File: src/rtl/arbitro_mem_dados_if.sv
// Bundle of the two requester ports (CPU and debug/loader) and the
// single-port data memory bus served by arbitro_mem_dados.
//
// Handshake (same for both requesters): req is a level. Once req rises,
// the requester holds esc/end/dado stable until its ack is high. ack is a
// single-cycle pulse. In the cycle after ack, the requester either drops
// req or keeps it high with new fields to start another access. saida is
// valid from the ack cycle of a read and holds until the next read by that
// port. The memory returns mem_saida one cycle after it sees mem_end.
interface arbitro_mem_dados_if #(
  parameter int LARG_DADO = 32,
  parameter int LARG_END  = 8
);
  logic                 req_cpu;
  logic                 esc_cpu;
  logic [LARG_END-1:0]  end_cpu;
  logic [LARG_DADO-1:0] dado_cpu;
  logic                 ack_cpu;
  logic [LARG_DADO-1:0] saida_cpu;
  logic                 parada_cpu;

  logic                 req_dbg;
  logic                 esc_dbg;
  logic [LARG_END-1:0]  end_dbg;
  logic [LARG_DADO-1:0] dado_dbg;
  logic                 ack_dbg;
  logic [LARG_DADO-1:0] saida_dbg;

  logic [LARG_END-1:0]  mem_end;
  logic [LARG_DADO-1:0] mem_entr;
  logic                 mem_hab_esc;
  logic [LARG_DADO-1:0] mem_saida;

  // Arbiter side.
  modport slave (
    input  req_cpu, esc_cpu, end_cpu, dado_cpu,
    input  req_dbg, esc_dbg, end_dbg, dado_dbg,
    input  mem_saida,
    output ack_cpu, saida_cpu, parada_cpu,
    output ack_dbg, saida_dbg,
    output mem_end, mem_entr, mem_hab_esc
  );

  // Requesters plus memory side.
  modport master (
    output req_cpu, esc_cpu, end_cpu, dado_cpu,
    output req_dbg, esc_dbg, end_dbg, dado_dbg,
    output mem_saida,
    input  ack_cpu, saida_cpu, parada_cpu,
    input  ack_dbg, saida_dbg,
    input  mem_end, mem_entr, mem_hab_esc
  );
endinterface

File: src/rtl/arbitro_mem_dados.sv
// Arbiter/sequencer for the single-port data memory shared by the CPU
// load/store path and the debug/loader port. One access at a time:
// OCIOSO (arbitrate) -> ACESSO (address/write) -> [CAPTURA (read data)]
// -> CONFIRMA (ack). The CPU wins ties for up to MAX_CPU consecutive
// grants while the debug port waits; then debug is served.
// estado exposes the FSM state (0 OCIOSO, 1 ACESSO, 2 CAPTURA, 3 CONFIRMA).
module arbitro_mem_dados #(
  parameter int LARG_DADO = 32,
  parameter int LARG_END  = 8,
  parameter int MAX_CPU   = 4
) (
  input  logic                clk,
  input  logic                rst,
  arbitro_mem_dados_if.slave  bus,
  output logic [1:0]          estado
);

  typedef enum logic [1:0] {
    OCIOSO   = 2'd0,
    ACESSO   = 2'd1,
    CAPTURA  = 2'd2,
    CONFIRMA = 2'd3
  } estado_t;

  localparam int LARG_CONT = $clog2(MAX_CPU + 1);
  localparam logic [LARG_CONT-1:0] MAX_CONT = LARG_CONT'(MAX_CPU);
  localparam logic [LARG_CONT-1:0] UM_CONT  = LARG_CONT'(1);

  // dono: 0 = CPU owns the current access, 1 = debug port.
  estado_t              estado_q, estado_d;
  logic                 dono_q, dono_d;
  logic [LARG_CONT-1:0] cont_q, cont_d;
  logic                 ack_cpu_q, ack_cpu_d;
  logic                 ack_dbg_q, ack_dbg_d;
  logic [LARG_DADO-1:0] saida_cpu_q, saida_cpu_d;
  logic [LARG_DADO-1:0] saida_dbg_q, saida_dbg_d;
  logic [LARG_END-1:0]  mem_end_q, mem_end_d;
  logic [LARG_DADO-1:0] mem_entr_q, mem_entr_d;
  logic                 hab_q, hab_d;

  logic grant_cpu;
  logic grant_dbg;

  // CPU wins unless debug is waiting and the CPU has used its quota.
  assign grant_cpu = bus.req_cpu & (~bus.req_dbg | (cont_q < MAX_CONT));
  assign grant_dbg = bus.req_dbg & ~grant_cpu;

  // Next-state and next-register logic for the access sequencer.
  always_comb begin
    estado_d    = estado_q;
    dono_d      = dono_q;
    cont_d      = cont_q;
    ack_cpu_d   = 1'b0;
    ack_dbg_d   = 1'b0;
    saida_cpu_d = saida_cpu_q;
    saida_dbg_d = saida_dbg_q;
    mem_end_d   = mem_end_q;
    mem_entr_d  = mem_entr_q;
    hab_d       = 1'b0;
    case (estado_q)
      OCIOSO: begin
        if (grant_cpu) begin
          dono_d     = 1'b0;
          mem_end_d  = bus.end_cpu;
          mem_entr_d = bus.dado_cpu;
          hab_d      = bus.esc_cpu;
          estado_d   = ACESSO;
          // Count only grants that made the debug port wait.
          if (bus.req_dbg && (cont_q != MAX_CONT)) begin
            cont_d = cont_q + UM_CONT;
          end
        end else if (grant_dbg) begin
          dono_d     = 1'b1;
          mem_end_d  = bus.end_dbg;
          mem_entr_d = bus.dado_dbg;
          hab_d      = bus.esc_dbg;
          estado_d   = ACESSO;
          cont_d     = '0;
        end
      end
      ACESSO: begin
        // hab_q still holds the latched esc of the owner.
        if (hab_q) begin
          ack_cpu_d = ~dono_q;
          ack_dbg_d = dono_q;
          estado_d  = CONFIRMA;
        end else begin
          estado_d  = CAPTURA;
        end
      end
      CAPTURA: begin
        if (dono_q) begin
          saida_dbg_d = bus.mem_saida;
        end else begin
          saida_cpu_d = bus.mem_saida;
        end
        ack_cpu_d = ~dono_q;
        ack_dbg_d = dono_q;
        estado_d  = CONFIRMA;
      end
      CONFIRMA: begin
        // Requests are not looked at in the ack cycle.
        estado_d = OCIOSO;
      end
      default: estado_d = OCIOSO;
    endcase
  end

  // State and output registers; reset aborts any access in flight.
  always_ff @(posedge clk) begin
    if (rst) begin
      estado_q    <= OCIOSO;
      dono_q      <= 1'b0;
      cont_q      <= '0;
      ack_cpu_q   <= 1'b0;
      ack_dbg_q   <= 1'b0;
      saida_cpu_q <= '0;
      saida_dbg_q <= '0;
      mem_end_q   <= '0;
      mem_entr_q  <= '0;
      hab_q       <= 1'b0;
    end else begin
      estado_q    <= estado_d;
      dono_q      <= dono_d;
      cont_q      <= cont_d;
      ack_cpu_q   <= ack_cpu_d;
      ack_dbg_q   <= ack_dbg_d;
      saida_cpu_q <= saida_cpu_d;
      saida_dbg_q <= saida_dbg_d;
      mem_end_q   <= mem_end_d;
      mem_entr_q  <= mem_entr_d;
      hab_q       <= hab_d;
    end
  end

  assign bus.ack_cpu     = ack_cpu_q;
  assign bus.ack_dbg     = ack_dbg_q;
  assign bus.saida_cpu   = saida_cpu_q;
  assign bus.saida_dbg   = saida_dbg_q;
  assign bus.mem_end     = mem_end_q;
  assign bus.mem_entr    = mem_entr_q;
  assign bus.mem_hab_esc = hab_q;
  // Stall the PC while a CPU access is pending, released in its ack cycle.
  assign bus.parada_cpu  = bus.req_cpu & ~ack_cpu_q;
  assign estado          = estado_q;

endmodule

File: src/flat_wrapper.sv
// flat-port wrapper written by rule: the top's interface ports become plain ports
module arbitro_mem_dados_flat 
#(
  parameter int LARG_DADO = 32,
  parameter int LARG_END  = 8,
  parameter int MAX_CPU   = 4
)
  (clk, rst, estado, bus_req_cpu, bus_esc_cpu, bus_end_cpu, bus_dado_cpu, bus_req_dbg, bus_esc_dbg, bus_end_dbg, bus_dado_dbg, bus_mem_saida, bus_ack_cpu, bus_saida_cpu, bus_parada_cpu, bus_ack_dbg, bus_saida_dbg, bus_mem_end, bus_mem_entr, bus_mem_hab_esc);
  arbitro_mem_dados_if #(.LARG_DADO(LARG_DADO), .LARG_END(LARG_END)) bus_i ();
  input  logic clk;
  input  logic rst;
  output logic [1:0] estado;
  input wire logic [$bits(bus_i.req_cpu)-1:0] bus_req_cpu;
  input wire logic [$bits(bus_i.esc_cpu)-1:0] bus_esc_cpu;
  input wire logic [$bits(bus_i.end_cpu)-1:0] bus_end_cpu;
  input wire logic [$bits(bus_i.dado_cpu)-1:0] bus_dado_cpu;
  input wire logic [$bits(bus_i.req_dbg)-1:0] bus_req_dbg;
  input wire logic [$bits(bus_i.esc_dbg)-1:0] bus_esc_dbg;
  input wire logic [$bits(bus_i.end_dbg)-1:0] bus_end_dbg;
  input wire logic [$bits(bus_i.dado_dbg)-1:0] bus_dado_dbg;
  input wire logic [$bits(bus_i.mem_saida)-1:0] bus_mem_saida;
  output wire logic [$bits(bus_i.ack_cpu)-1:0] bus_ack_cpu;
  output wire logic [$bits(bus_i.saida_cpu)-1:0] bus_saida_cpu;
  output wire logic [$bits(bus_i.parada_cpu)-1:0] bus_parada_cpu;
  output wire logic [$bits(bus_i.ack_dbg)-1:0] bus_ack_dbg;
  output wire logic [$bits(bus_i.saida_dbg)-1:0] bus_saida_dbg;
  output wire logic [$bits(bus_i.mem_end)-1:0] bus_mem_end;
  output wire logic [$bits(bus_i.mem_entr)-1:0] bus_mem_entr;
  output wire logic [$bits(bus_i.mem_hab_esc)-1:0] bus_mem_hab_esc;
  assign bus_i.req_cpu = bus_req_cpu;
  assign bus_i.esc_cpu = bus_esc_cpu;
  assign bus_i.end_cpu = bus_end_cpu;
  assign bus_i.dado_cpu = bus_dado_cpu;
  assign bus_i.req_dbg = bus_req_dbg;
  assign bus_i.esc_dbg = bus_esc_dbg;
  assign bus_i.end_dbg = bus_end_dbg;
  assign bus_i.dado_dbg = bus_dado_dbg;
  assign bus_i.mem_saida = bus_mem_saida;
  assign bus_ack_cpu = bus_i.ack_cpu;
  assign bus_saida_cpu = bus_i.saida_cpu;
  assign bus_parada_cpu = bus_i.parada_cpu;
  assign bus_ack_dbg = bus_i.ack_dbg;
  assign bus_saida_dbg = bus_i.saida_dbg;
  assign bus_mem_end = bus_i.mem_end;
  assign bus_mem_entr = bus_i.mem_entr;
  assign bus_mem_hab_esc = bus_i.mem_hab_esc;
  arbitro_mem_dados #(.LARG_DADO(LARG_DADO), .LARG_END(LARG_END), .MAX_CPU(MAX_CPU)) u_core (.clk(clk), .rst(rst), .bus(bus_i), .estado(estado));
endmodule
File: config.mk
export PLATFORM = sky130hd
export DESIGN_NAME = arbitro_mem_dados_flat
export DESIGN_NICKNAME = d
export VERILOG_FILES = /design/src/rtl/arbitro_mem_dados_if.sv /design/src/rtl/arbitro_mem_dados.sv /design/src/flat_wrapper.sv
export SDC_FILE = /design/constraint.sdc
export NUM_CORES = 1
export LEC_CHECK = 0
export CORE_ASPECT_RATIO = 0.75
export CORE_MARGIN = 1
export CORE_UTILIZATION = 36
export CTS_CLUSTER_SIZE = 16
export DETAILED_ROUTE_END_ITERATION = 16
export MAX_ROUTING_LAYER = met4
export PLACE_DENSITY_LB_ADDON = 0.3
export SYNTH_ARGS = -nofsm -noshare
export SYNTH_HDL_FRONTEND = slang
export SYNTH_SLANG_ARGS = --single-unit
File: constraint.sdc
create_clock -name clk -period 1.6 [get_ports clk]
set_clock_uncertainty 0.15 [all_clocks]
set_input_delay 0.32 -clock clk [delete_from_list [all_inputs] [get_ports clk]]
set_output_delay 0.32 -clock clk [all_outputs]
set_load 0.02 [all_outputs]
# After elaboration in Yosys (flattened, before gate mapping)
# Cells that the tools add are included.
# word_totals
mem_count	0
mem_bits_rw	0
ff_bits	113
rom_bits	0
input_bits	118
output_inout_bits	110
latchBits	0
# op_classes
bitwise	9
div	0
order_cmp	1
add_sub_neg	1
eq_ne	6
muxes	19
n_shift	0
multipliers	0
reduce_logical	8
# ops
cell	n
$mux W32	2
$mux W8	2
$mux W3	3
$pmux W2 S4	1
$mux W1	7
$reduce_and A2 Y1	3
$not A1 Y1	5
$eq A2 B2 Y1 const B	2
$mux W2	2
$pmux W1 S2	2
$add A3 B1 Y3 const B	1
$and A1 B1 Y1	3
$lt A3 B3 Y1 const B	1
$ne A3 B1 Y1 const B	1
$ne A3 B3 Y1 const B	1
$reduce_and A3 Y1	1
$eq A2 B1 Y1 const B	1
$logic_not A2 Y1	1
$ne A2 B2 Y1 const B	1
$reduce_bool A2 Y1	1
$reduce_or A2 Y1	1
$logic_and A1 B1 Y1	1
$or A1 B1 Y1	1

# Depth between registers and ports, before layout
# Gate-level depths: netlist (run 1).
# depth
word_depth	8
ltp_mapped	8
depth_no_buf	5

# Least setup slack after synthesis (run 1)
# OpenSTA, ideal clock, no wires.
# synth_path
path_type	reg-to-reg
startpoint	reg u_core.estado_q[0], in the netlist u_core.estado[0]
endpoint	reg u_core.estado_q[0], in the netlist u_core.estado[0]
t_required_ps	1322
arrival_ps	1526
stages_incl_launch_ff	9
path_buffers	3
setup_time_ps	128
slack_ps	-204
path_cell_list	dfxtp_1 inv_1 ha_1 buf_4 o21a_1 buf_4 buf_2 a211oi_1 nor2_1
# synth_via
elab_chain_len	2
elab_cells_between_ends	6
# synth_lines
element	line_no	source
start: declaration	arbitro_mem_dados.sv:30	estado_t estado_q, estado_d;
start signal: assignment	arbitro_mem_dados.sv:123	estado_q <= estado_d;
$eq A2 B2 Y1 (tied with other cells)	arbitro_mem_dados.sv:60	case (estado_q)
$pmux W2 S4 / $ne A3 B1 Y1 (equally long branches)	-	
# Parallel ways exist; a longest one is shown, timed or not.
# A chain may end at the register's enable or synchronous reset.

# Worst setup path in the final report (run 1)
# layout_path
startpoint	reg u_core.estado_q[0], in the netlist u_core.estado[0]
endpoint	reg u_core.mem_entr_q[21], in the netlist u_core.bus.mem_entr[21]
# layout_via
elab_chain_len	2
# layout_lines
element	line_no	source
$logic_not A2 Y1	arbitro_mem_dados.sv:60	
$reduce_and A2 Y1 (no line)	-	
end signal: assignment	arbitro_mem_dados.sv:131	mem_entr_q <= mem_entr_d;
end: declaration	arbitro_mem_dados.sv:38	logic [LARG_DADO-1:0] mem_entr_q, mem_entr_d;
# Every way passes these cells.

==> impl_metrics.toml, run 1 <==
[run_status]
status = "complete, but fails checks"
violations = "setup timing"

[cells_and_area]
drive_above_1_share_pct = 13.2
nets = 915
instances_no_fill = 966
antenna_cells = 0
final_cell_mix = "nand2_1, clkdlybuf4s50_1, dfxtp_1, dlygate4sd2_1, a21oi_1"
finalInstanceArea_um2 = 7910
area_growth_pct = 79.3
final_common_cell = "nand2_1"
fill_cells = 962

[critical_path]
cp_max_fo = 10
reg2reg_from = "u_core.estado[0]"
cp-start-kind = "flip-flop"
slowest_delay_ps = 360
reg2reg_to = "u_core.bus.mem_entr[21]"
ff2ff_path_depth = 6
cp-startpoint = "u_core.estado[0]"
endpoint_kind = "flip-flop"
cp_data_required_time_ps = 1730
crit_chain = "inv_2 > ha_4 > o21a_4 > clkbuf_16 > nor2_1 > a311oi_1"
worstPathArrival_ps = 1790
cp_slowest_cell = "dfxtp_4"
crit_type = "flip-flop to flip-flop"
r2r_setup_slack_ps = -60

[die]
die_h_um = 97.9
die_area_um2 = 12700
core-area_um2 = 11800
start_util_pct = 37.4
row_count = 34
io_pins = 228
die_w_um = 130

[detailed_routing]
viasPerCell = 4.94
routedWlPerCell_um = 16.2
first_pass_iters = 4
vias = 4773
ant_nets = 0
drt_iter0_markers = 211
drc = 0
drt_wl_total_um = 15700

[grt]
grt_start_max_net_pins = 46
grt.overflow.total = 0
grt_first_pass_wirelength_um = 21900
grt_use_total_pct = 22.7
grt_pass1_vias = 4520
antenna_found_initial = 0

[hold_path]
hold_end = "u_core.cont_q[1]"
holdPathStages = 2
min_from = "rst"
hp-class = "primary input to flip-flop"

[synthesis]
synthArstFlopShare_pct = 0
ys_warn_count = 0
synth-seq-cells = 113
synth.mux.area_fraction_pct = 0.227
synthXorXnorAreaFrac_pct = 0
avgSynthCellArea_um2 = 7.95
yosys.area_share.adder_pct = 1.42
syn_area_um2 = 4410
ys.flop_type = "dfxtp_1"
synth_nets = 678
ys_seq_area_share_pct = 51.3
synth_top_family_by_area = "simple AND/OR/NAND/NOR gates"
synth_edf_count = 0
netlist_instances = 555
synth_compound_area_share_pct = 17.2
synth-simple-area-share_pct = 23.8
ys_types = 27

[sta]
final.min_clock_period_ps = 1660
hold_ws_ps = 20.3
slew_headroom_pct = 67.8
worst_pin_slew_ps = 483
hold_viol = 0
setup_violations = 1
finalSetupTns_ps = -63.5
worst_slack_ps = -63.5
fin_crit_sh_pct = 104
drv_slew = 0
fmax_mhz = 601
rsz0062_at_grt = "true"

[clock_network]
ctsLongestPathBuffers = 2
clk_latency_ps = 400
path_clk_slew_ps = 50
htreeDepth = 4
numClockSinks = 113
cts_tree = "yes"
cts_buffers = 17
root_buffer = "clkbuf_16"

[power_and_ir_drop]
power_uw = 12100
cellPowerDensity_nw_per_um2 = 1530
internal_power_uw = 8110
p_sw_uw = 3980
p_seq_share_pct = 30.4
pwr-share-comb_pct = 37.0
ir_drop_mv = 0.782
switching_share_pct = 32.9
leakage_uw = 0.00338
power_frac_clock_pct = 32.6

[place]
gp_congestion = 0.788
place_hpwl_um = 9630
place_area_um2 = 6890
port_buffers = 227
dp.cells = 916

[job]
maxCapViolCount = 0
[Yosys cell counts (2+ instances only)]
| cell type | instances | area share, % |
|---|---|---|
| buf_2 | 14 | 1.6 |
| nand2b_1 | 2 | 0.28 |
| clkbuf_1 | 21 | 1.8 |
| a21oi_1 | 70 | 7.9 |
| dfxtp_1 | 113 | 51 |
| buf_1 | 2 | 0.17 |
| inv_1 | 4 | 0.34 |
| ha_1 | 5 | 1.4 |
| nand4_1 | 2 | 0.28 |
| nand2_1 | 214 | 18 |
| a211oi_1 | 2 | 0.34 |
| a311oi_1 | 40 | 7.9 |
| nor2_1 | 42 | 3.6 |
| nor2b_1 | 2 | 0.28 |
| buf_6 | 6 | 1.5 |
| nor3b_1 | 2 | 0.34 |
| buf_4 | 4 | 0.68 |
[cells by family (layout without fill, tap and decap cells)]
group                    Yosys count  in the layout
AO/OA/AOI/OAI                    116            117
adder cells (fa/ha/maj)            5              5
buffers and inverters             51            299
flip-flops                       113            113
multiplexers                       1              1
AND/OR/NAND/NOR                  269            269
[layer usage]
layer / track usage (%) / vias up / part of all wire [%]
met5: - / - / 0
met3: 4.66 / 18 / 4.9
met1: 26.6 / 2275 / 44
li1: - / 2332 / -
met4: 10.2 / 0 / 1.4
met2: 37.4 / 148 / 50
[worst max path at each step]
| stage | to | slack (ps) | cells after the start |
|---|---|---|---|
| after floorplan | u_core.bus.mem_end[7] | 3 | 7 |
| after global placement | bus_parada_cpu | -410 | 3 |
| after detailed placement | u_core.bus.mem_entr[19] | -410 | 6 |
| after CTS | bus_mem_entr[15] | 3 | 1 |
| after global routing | u_core.bus.mem_entr[21] | -100 | 6 |
| final | u_core.bus.mem_entr[21] | -60 | 6 |
[sequential cells by signal, summed over array words and instances (netlist names)]
register                count
u_core.dono_q               1
u_core.bus.ack_cpu          1
u_core.bus.saida_cpu       32
u_core.bus.mem_hab_esc      1
u_core.bus.mem_entr        32
u_core.bus.mem_end          8
u_core.bus.saida_dbg       32
u_core.estado               2
u_core.bus.ack_dbg          1
u_core.cont_q               3
[worst max-delay path, delay by kind of cell (launching register included)]
| kind | cells | cell delay [ps] |
|---|---|---|
| compound gates | 2 | 550 |
| buf+inv | 2 | 270 |
| simple gates | 1 | 50 |
| flops | 1 | 360 |
| fa+ha+maj | 1 | 160 |
[metrics by stage]
| step | utilization [%] | setup WS, ps |
|---|---|---|
| global route | 67.2 | -99.0 |
| global placement | 58.5 | -406 |
| detailed placement | 58.5 | -405 |
| CTS | 63.3 | 3.48 |
| finish | 67.2 | -63.5 |
| floorplan | - | 2.77 |
[repair_timing]
item	4_1_cts	5_1_grt
hold buffers	0	0
setup endpoints to repair	145	58
pin swaps	1	16
cloned	1	12
setup buffers	0	6
resized for setup	126	49
[cell type report]
type | count | area [um2] | share of cell area [%]
clock buffer | 20 | 457 | 5.77
clock inverter | 11 | 161 | 2.04
inverter | 4 | 15.0 | 0.190
multi-input combinational | 392 | 2070 | 26.2
sequential | 113 | 2270 | 28.7
tap | 162 | 203 | 2.56
timing repair buffer | 264 | 2740 | 34.6
[power groups by stage]
stage	clock network, uW	registers, uW	logic, uW
after CTS	4000	3670	3780
after detailed placement	0	3740	3910
after floorplan	0	4350	1520
after global placement	0	3700	3820
final	3940	3680	4470
after global routing	4160	3740	4780
No activity file was read; power rests on OpenSTA's default activity.
==> run 2: changes to the inputs <==
--- a/config.mk
+++ b/config.mk
@@ -12,6 +12,7 @@
 export DETAILED_ROUTE_END_ITERATION = 16
 export MAX_ROUTING_LAYER = met4
 export PLACE_DENSITY_LB_ADDON = 0.3
+export REMOVE_ABC_BUFFERS = 1
 export SYNTH_ARGS = -nofsm -noshare
 export SYNTH_HDL_FRONTEND = slang
 export SYNTH_SLANG_ARGS = --single-unit
==> impl_metrics.toml, run 2 (synthesis gave the netlist of run 1 again) <==
[sta]
fin_crit_sh_pct = 99.2
final.min_clock_period_ps = 1590
worst_slack_ps = 13.3
hold_viol = 0
worst_pin_slew_ps = 275
drv_slew = 0
fmax_mhz = 630
slew_headroom_pct = 81.8
setup_violations = 0

[cells_and_area]
area_growth_pct = 76.7
finalInstanceArea_um2 = 7800
antenna_cells = 0
final_cell_mix = "nand2_1, clkdlybuf4s50_1, dfxtp_1, dlygate4sd2_1, a21oi_1"
final_common_cell = "nand2_1"
nets = 913
instances_no_fill = 965
drive_above_1_share_pct = 11.3

[clock_network]
root_buffer = "clkbuf_16"
cts_tree = "yes"
cts_buffers = 17
numClockSinks = 113
clk_latency_ps = 400
ctsLongestPathBuffers = 2
htreeDepth = 4
cts_hold_buffers = 0
path_clk_slew_ps = 60

[grt]
grt_use_total_pct = 23.1
grt_first_pass_wirelength_um = 22300
antenna_found_initial = 0
grt_start_max_net_pins = 52
grt_pass1_vias = 4704
grt.overflow.total = 0

[critical_path]
cp_data_required_time_ps = 1130
worstPathArrival_ps = 1120
cp_slowest_cell = "dlygate4sd2_1"
cp-start-kind = "flip-flop"
cp_max_fo = 2
slowest_delay_ps = 380
crit_chain = "dlygate4sd2_1"
path_buf_inv = 1
cpLargestDelayFamily = "buffers and inverters"
endpoint_kind = "output pin"
crit_type = "flip-flop to output pin"

[detailed_routing]
viasPerCell = 4.98
drt_wl_total_um = 15300
vias = 4802
drt_iter0_markers = 201
routedWlPerCell_um = 15.9
ant_nets = 0
first_pass_iters = 5
drc = 0

[power_and_ir_drop]
leakage_uw = 0.00333
power_frac_clock_pct = 33.6
internal_power_uw = 8050
cellPowerDensity_nw_per_um2 = 1540
p_seq_share_pct = 30.7
power_uw = 12000
switching_share_pct = 32.8
p_sw_uw = 3930
ir_drop_mv = 0.756
pwr-share-comb_pct = 35.7

[run_status]
status = "completed"

[place]
gp_congestion = 0.799
port_buffers = 227
dp.cells = 923
place_hpwl_um = 9630
place_area_um2 = 6930
dp_slack_ps = -438

[die]
core-area_um2 = 11800
die_area_um2 = 12700
die_w_um = 130
row_count = 34
io_pins = 228
die_h_um = 97.9
start_util_pct = 37.4

[hold_path]
hp-class = "primary input to flip-flop"

[job]
maxCapViolCount = 0
[run 2: cell count changes in the layout (fill, tap and decap cells not counted), moves of 2 or more]
cell,before,now
clkdlybuf4s15_1,13,21
a311oi_1,18,31
a311oi_2,22,9
buf_4,11,14
buf_8,2,0
dlygate4sd2_1,93,85
[run 2: routing by layer]
layer  track usage, %  wire, um  vias to the layer above
li1                 -         -                     2325
met1             25.6      6120                     2234
met2             39.2      7670                      227
met3             6.79      1340                       16
met4             8.14       203                        0
met5                -         0                        -
[run 2: what timing repair did]
action                                  CTS  global route
pin swaps                                 2             1
buffers inserted                          0             2
endpoints found under the setup margin  145            74
resized for setup                       129            43
cloned                                    1             7
[run 2: per-stage QoR]
| step | TNS (ps) | utilization (%) | hold WS, ps |
|---|---|---|---|
| global placement | -14370 | 58.8 | 291 |
| floorplan | -75840 | - | 239 |
| CTS | 0 | 63.8 | 97.9 |
| finish | 0 | 66.2 | 115 |
| global route | -85.9 | 66.2 | 108 |
| detailed placement | -16330 | 58.8 | 297 |
[run 2: cell type report]
type	instances	area, um2
clock buffers	22	474
inverters	4	15.0
repair buffers	263	2710
fillers	931	3990
multi-input cells	391	1970
well taps	162	203
flip-flops and latches	113	2270
clock inverters	10	156
[run 2: final timing paths]
path,from,end,slack (ps),cells past startpoint
worst max-delay path,u_core.bus.mem_entr[5],bus_mem_entr[5],10,1
worst min-delay path,rst,u_core.bus.saida_cpu[11],120,2
worst max register to register,u_core.estado[1],u_core.bus.mem_entr[25],50,6
worst min register to register,u_core.bus.saida_dbg[5],u_core.bus.saida_dbg[5],300,2
[run 2: power by group through the flow]
stage | clock network, uW | registers (uW) | logic, uW
after floorplan | 0 | 4340 | 1260
after global placement | 0 | 3700 | 3890
after detailed placement | 0 | 3730 | 3960
after CTS | 4060 | 3660 | 3830
after global routing | 4210 | 3750 | 4580
final | 4020 | 3680 | 4280
